$ cat config.mk
export PLATFORM = sky130hd
export DESIGN_NAME = creek_exec_sequencer
export DESIGN_NICKNAME = d
export VERILOG_FILES = /design/src/rtl/creek_exec_sequencer.sv
export SDC_FILE = /design/constraint.sdc
export NUM_CORES = 1
export LEC_CHECK = 0
export ABC_AREA = 1
export BUFFER_PORTS_ARGS = -buffer_cell sky130_fd_sc_hd__buf_2
export CAP_MARGIN = 30
export CORE_AREA = 2 2 123 125
export DETAILED_ROUTE_END_ITERATION = 7
export DIE_AREA = 0 0 125 127
export PLACE_DENSITY = 0.74
export SLEW_MARGIN = 10
export SYNTH_ARGS = -nofsm -noshare
export SYNTH_HDL_FRONTEND = slang
export SYNTH_SLANG_ARGS = --single-unit
$ cat constraint.sdc
create_clock -name clk -period 2.51 [get_ports clk]
set_input_delay 0.251 -clock clk [delete_from_list [all_inputs] [get_ports clk]]
set_output_delay 0.251 -clock clk [all_outputs]
set_load 0.03 [all_outputs]
$ cat src/rtl/creek_exec_sequencer.sv
// Run sequencer for the creek vector core: launches a program, auto-acknowledges a
// programmed number of wait points, halts for host attention, and bounds run time.
module creek_exec_sequencer (
    input  logic        clk,
    input  logic        reset_n,
    input  logic [1:0]  avl_address,
    input  logic [31:0] avl_writedata,
    input  logic        avl_write,
    input  logic        avl_read,
    output logic [31:0] avl_readdata,
    output logic        pause_n,
    output logic        resume,
    input  logic        waiting,
    output logic        irq
);

    localparam logic [2:0] ST_IDLE    = 3'd0;
    localparam logic [2:0] ST_RUN     = 3'd1;
    localparam logic [2:0] ST_RESUME  = 3'd2;
    localparam logic [2:0] ST_RELEASE = 3'd3;
    localparam logic [2:0] ST_HALT    = 3'd4;
    localparam logic [2:0] ST_FAULT   = 3'd5;

    logic [2:0]  state_reg, state_next;
    logic        go_reg, abort_reg, host_resume_reg;
    logic        waiting_reg;
    logic [15:0] reload_reg;
    logic [15:0] remaining_reg, remaining_next;
    logic [31:0] timeout_reg;
    logic [31:0] wdog_reg, wdog_next;
    logic [1:0]  pend_reg;
    logic [1:0]  pend_set;
    logic        irq_en_reg;
    logic        irq_reg;
    logic [31:0] readdata_reg;

    logic        wr_ctrl, wr_auto, wr_tmo, wr_irq;
    logic        wdog_hit;
    logic [31:0] wdog_inc;

    assign wr_ctrl = avl_write && (avl_address == 2'd0);
    assign wr_auto = avl_write && (avl_address == 2'd1);
    assign wr_tmo  = avl_write && (avl_address == 2'd2);
    assign wr_irq  = avl_write && (avl_address == 2'd3);

    assign wdog_hit = (timeout_reg != 32'd0) && (wdog_reg == timeout_reg);
    assign wdog_inc = (&wdog_reg) ? wdog_reg : wdog_reg + 32'd1;

    always_comb begin
        state_next     = state_reg;
        remaining_next = remaining_reg;
        wdog_next      = wdog_reg;
        pend_set       = 2'b00;
        if (abort_reg) begin
            state_next = ST_IDLE;
        end else begin
            case (state_reg)
                ST_IDLE, ST_FAULT: begin
                    if (go_reg) begin
                        state_next     = ST_RUN;
                        remaining_next = reload_reg;
                        wdog_next      = 32'd0;
                    end
                end
                ST_RUN: begin
                    wdog_next = wdog_inc;
                    // A timeout in the same cycle as a wait point wins.
                    if (wdog_hit) begin
                        state_next  = ST_FAULT;
                        pend_set[1] = 1'b1;
                    end else if (waiting_reg) begin
                        if (remaining_reg != 16'd0) begin
                            state_next     = ST_RESUME;
                            remaining_next = remaining_reg - 16'd1;
                        end else begin
                            state_next  = ST_HALT;
                            pend_set[0] = 1'b1;
                        end
                    end
                end
                ST_RESUME: begin
                    state_next = ST_RELEASE;
                end
                ST_RELEASE: begin
                    wdog_next = wdog_inc;
                    if (wdog_hit) begin
                        state_next  = ST_FAULT;
                        pend_set[1] = 1'b1;
                    end else if (!waiting_reg) begin
                        state_next = ST_RUN;
                        wdog_next  = 32'd0;
                    end
                end
                ST_HALT: begin
                    if (host_resume_reg) begin
                        state_next = ST_RESUME;
                    end
                end
                default: begin
                    state_next = ST_IDLE;
                end
            endcase
        end
    end

    always_ff @(posedge clk or negedge reset_n) begin
        if (!reset_n) begin
            state_reg       <= ST_IDLE;
            go_reg          <= 1'b0;
            abort_reg       <= 1'b0;
            host_resume_reg <= 1'b0;
            waiting_reg     <= 1'b0;
            reload_reg      <= 16'd0;
            remaining_reg   <= 16'd0;
            timeout_reg     <= 32'd0;
            wdog_reg        <= 32'd0;
            irq_en_reg      <= 1'b0;
            irq_reg         <= 1'b0;
        end else begin
            state_reg       <= state_next;
            go_reg          <= wr_ctrl & avl_writedata[0];
            abort_reg       <= wr_ctrl & avl_writedata[1];
            host_resume_reg <= wr_ctrl & avl_writedata[2];
            waiting_reg     <= waiting;
            remaining_reg   <= remaining_next;
            wdog_reg        <= wdog_next;
            irq_reg         <= irq_en_reg & (|pend_reg);
            if (wr_auto) begin
                reload_reg <= avl_writedata[15:0];
            end
            if (wr_tmo) begin
                timeout_reg <= avl_writedata;
            end
            if (wr_irq) begin
                irq_en_reg <= avl_writedata[8];
            end
        end
    end

    // Pending bits: bit0 halt, bit1 timeout; a hardware set outranks a W1C.
    generate
        for (genvar gi = 0; gi < 2; gi++) begin : g_pend
            always_ff @(posedge clk or negedge reset_n) begin
                if (!reset_n) begin
                    pend_reg[gi] <= 1'b0;
                end else if (pend_set[gi]) begin
                    pend_reg[gi] <= 1'b1;
                end else if (wr_irq && avl_writedata[gi]) begin
                    pend_reg[gi] <= 1'b0;
                end
            end
        end
    endgenerate

    always_ff @(posedge clk or negedge reset_n) begin
        if (!reset_n) begin
            readdata_reg <= 32'd0;
        end else if (avl_read) begin
            case (avl_address)
                2'd0:    readdata_reg <= {27'd0, irq_reg, waiting_reg, state_reg};
                2'd1:    readdata_reg <= {remaining_reg, reload_reg};
                2'd2:    readdata_reg <= timeout_reg;
                default: readdata_reg <= {23'd0, irq_en_reg, 6'd0, pend_reg};
            endcase
        end
    end

    assign avl_readdata = readdata_reg;
    assign pause_n      = (state_reg == ST_RUN) || (state_reg == ST_RESUME) ||
                          (state_reg == ST_RELEASE) || (state_reg == ST_HALT);
    assign resume       = (state_reg == ST_RESUME);
    assign irq          = irq_reg;

endmodule

==> out/metrics.csv <==
stage;metric;value;unit
status;outcome;completed;
sta;# setup viols final;0;
yosys;Mapped Area;7824;um^2
pwr;Pleak;0.004600;uW
global_routing;total gr overflow;0;
yosys;fraction of registers with async set/reset;100.0;%
setup_path;WS Path Type;flip-flop to flip-flop;
global_routing;GRT Util Overall;28.23;%
yosys;Yosys top cell area share;44.46;%
setup_path;CP max stage delay;400;ps
yosys;ranking of synthesized cells by area;dfrtp_1, nand2_1, nor2_1;
yosys;Post-synth EDFFs;0;
sta;Worst slew margin;57.70;%
yosys;Post-Synth Adder-Cell Area;0.3198;%
setup_path;slowest CP cell;dfrtp_1;
yosys;Ys Warns;0;
cts;CTS tree;yes;
setup_path;family with the most delay on the worst path;simple AND/OR/NAND/NOR gates;
run;max-cap viol count;0;
yosys;Synth Area in XOR/XNOR;2.575;%
yosys;mux share of post-synthesis cell area;0.5757;%
cts;CTS sink cnt;139;
global_routing;vias in the first global route;6830;
floorplan;I/O pins;74;
setup_path;WP data arrival;2520;ps
global_routing;global-route wire length before repair;35.34;mm
yosys;#FFs+latches synth;139;
yosys;Main synth FF type;dfrtp_1;
global_routing;antenna violations before repair;0;
setup_path;worst path cell trace;inv_1, ha_1, inv_1, nor2_1, nand2_1, nor2_1, nand2_1, nor2_1, nand4_1, nand2_1, nand2_4, nand2_8, nand2_1, nand2_1;
setup_path;CP bufs+invs;2;
route;routed vias/inst;5.481;
yosys;largest family of logic cells by synthesized area;simple AND/OR/NAND/NOR gates;
route;drc violations;0;
route;vias post-DR;7383;
setup_path;CP Data Required Time;2870;ps
sta;f_max;463.5;MHz
pwr;Pwr Density;936.8;nW/um^2
sta;final hold slack;81.96;ps
layout;nets;1194;
floorplan;Core ar.;14420;um^2
global_routing;largest net degree at the start of global routing;65;
floorplan;Core Rows;44;
sta;Final Hold Viols;0;
placed_design;placed wire-length estimate;16.19;mm
setup_path;cell mode on critical path;nand2_1;
placed_design;Routability Congestion;0.9834;
setup_path;Critical Path Fanout Max;17;
layout;layout cells sized above 1;13.59;%
sta;final setup TNS;0;ps
cts;post-CTS setup buffers;0;
route;routed length per instance;16.21;um
placed_design;I/O Buffers;73;
cts;clock latency on the worst-skew pair;430;ps
sta;Final Skew;7.966;ps
setup_path;crit end category;flip-flop;
sta;unrepaired setup endpoints after global routing;no;
cts;root buf cell;clkbuf_16;
sta;Final Cycle Share;85.96;%
sta;Slew @ Worst Pin;634.5;ps
floorplan;die width;125;um
hold_path;HP Class;input pin to flip-flop;
route;number of DRC markers in iteration 0;656;
floorplan;DIE HEIGHT;127;um
route;DRT Wirelength;21.83;mm
yosys;Net Count, Synth;1118;
yosys;Netlist cell types;49;
yosys;Syn Inst Count;1077;
sta;max-slew violations;0;
setup_path;Critical Path Start Type;flip-flop;
placed_design;DP Worst Slack;278.3;ps
cts;register clock-pin slew on the reported worst setup and hold paths;60;ps
yosys;top cell type by total area after synthesis;dfrtp_1;
layout;antenna cells;0;
yosys;Synth Area in Compound Gates;9.643;%
cts;H-tree depth;4;
route;Post-DRT Antenna Nets;0;
cts;Num CTS Buffers;17;
layout;Area growth syn-to-layout;16.12;%
yosys;sequential area share after synthesis;44.46;%
yosys;Post-Synth Simple-Gate Area;34.00;%
route;DRT Pass-1 Iters;5;
sta;Worst Slack Setup Final;352.4;ps
yosys;Syn Area/Cell;7.264;um^2
floorplan;die area;15880;um^2
cts;Max Buffers Root-to-Sink;2;
floorplan;initial core utilization;54.24;%
pwr;Max IR drop VDD;551.4;uV
sta;min Tclk post-route;2158;ps
-- path summary, 6_finish.rpt --
| path | start | endpoint | slack [ps] | cells after the start |
|---|---|---|---|---|
| worst max-delay path | remaining_reg[0]$_DFFE_PN0P_ | remaining_reg[15]$_DFFE_PN0P_ | 350 | 14 |
| min in group asynchronous | reset_n | state_reg[2]$_DFFE_PN0P_ | 370 | 2 |
| max in group asynchronous | reset_n | timeout_reg[6]$_DFFE_PN0P_ | 1420 | 3 |
| worst min register to register | reload_reg[3]$_DFFE_PN0P_ | reload_reg[3]$_DFFE_PN0P_ | 480 | 2 |
| worst max register to register | remaining_reg[0]$_DFFE_PN0P_ | remaining_reg[15]$_DFFE_PN0P_ | 350 | 14 |
| worst min-delay path | avl_writedata[31] | timeout_reg[31]$_DFFE_PN0P_ | 80 | 3 |
-- report_power, final --
part	switching, uW	internal (uW)	leakage (uW)	total (uW)
Clock	941	1650	0.000283	2590
Sequential	429	2600	0.00176	3030
Combinational	1950	934	0.00256	2890
-- through the flow --
stage	instance area [um^2]	power [uW]	cells	utilization (%)
global placement	8423	5833	1315	58.40
detailed placement	8423	5870	1315	58.40
global route	9085	9011	1347	62.99
finish	9085	8510	1347	62.99
floorplan	7824	5074	1077	-
CTS	9044	8478	1346	62.70
-- layout by cell type, fill, tap and decap left out, drive strengths merged, types with 4 or more instances in the layout --
cell type	instances
dfrtp	139
xor2	7
nand2	330
inv	137
clkbuf	23
mux2	4
xnor2	16
nand4	22
nor3	17
a31oi	27
a21oi	23
or2	7
nor2	143
o21ai	64
buf	87
nand3	79
nor4	4
nand3b	5
-- cells by family (layout without fill, tap and decap cells) --
| family | after synthesis | in the layout |
|---|---|---|
| AO/OA/AOI/OAI | 131 | 131 |
| XOR/XNOR | 23 | 23 |
| adder cells (fa/ha/maj) | 2 | 2 |
| buffers and inverters | 169 | 255 |
| flip-flops | 139 | 139 |
| multiplexers | 4 | 4 |
| AND/OR/NAND/NOR | 609 | 609 |
-- per-layer routing --
| layer | up-vias | GRT usage [%] | share of wire [%] |
|---|---|---|---|
| met1 | 3408 | 41.10 | 45 |
| met3 | 40 | 4.397 | 7.5 |
| met4 | 0 | 11.18 | 2.7 |
| met2 | 339 | 42.77 | 45 |
| met5 | - | 0 | 0 |
| li1 | 3596 | - | - |
-- final cells by class --
type	count	area (um^2)
clock inverter	6	112.6
timing repair buffer	89	554.3
inverter	137	516.7
multi-input combinational	769	3705
clock buffer	23	488.0
tap	184	230.2
sequential	139	3478
fill	1293	5339
-- cells in the mapped netlist (3+ instances only) --
cell and instances:
nand2_1 323, dfrtp_1 139, nor2_1 133, inv_1 127, nand3_1 75, o21ai_0 60, a31oi_1 27, a21oi_1 23
clkbuf_1 22, nand4_1 22, xnor2_1 16, nor3_1 14, inv_2 9, xor2_1 7, buf_2 6, nor2_2 6
nand3b_1 5, or2_0 5, mux2_2 4, nand2_2 4, nor4_1 4, nand3_2 3, nor3_2 3, o211ai_1 3
o21bai_1 3
-- worst reg2reg max path, stage by stage (launching register included) --
cell and delay, ps:
dfrtp_1 400, inv_1 100, ha_1 170, inv_1 40
nor2_1 110, nand2_1 110, nor2_1 170, nand2_1 70
nor2_1 160, nand4_1 150, nand2_1 140, nand2_4 160
nand2_8 170, nand2_1 60, nand2_1 70
-- what timing repair did --
item | in CTS | in global routing
resized for setup | 0 | 2
hold buffers | 2 | 0
endpoints found under the hold margin | 58 | 0
setup endpoints to repair | 0 | 16
No activity file was read; power rests on OpenSTA's default activity.
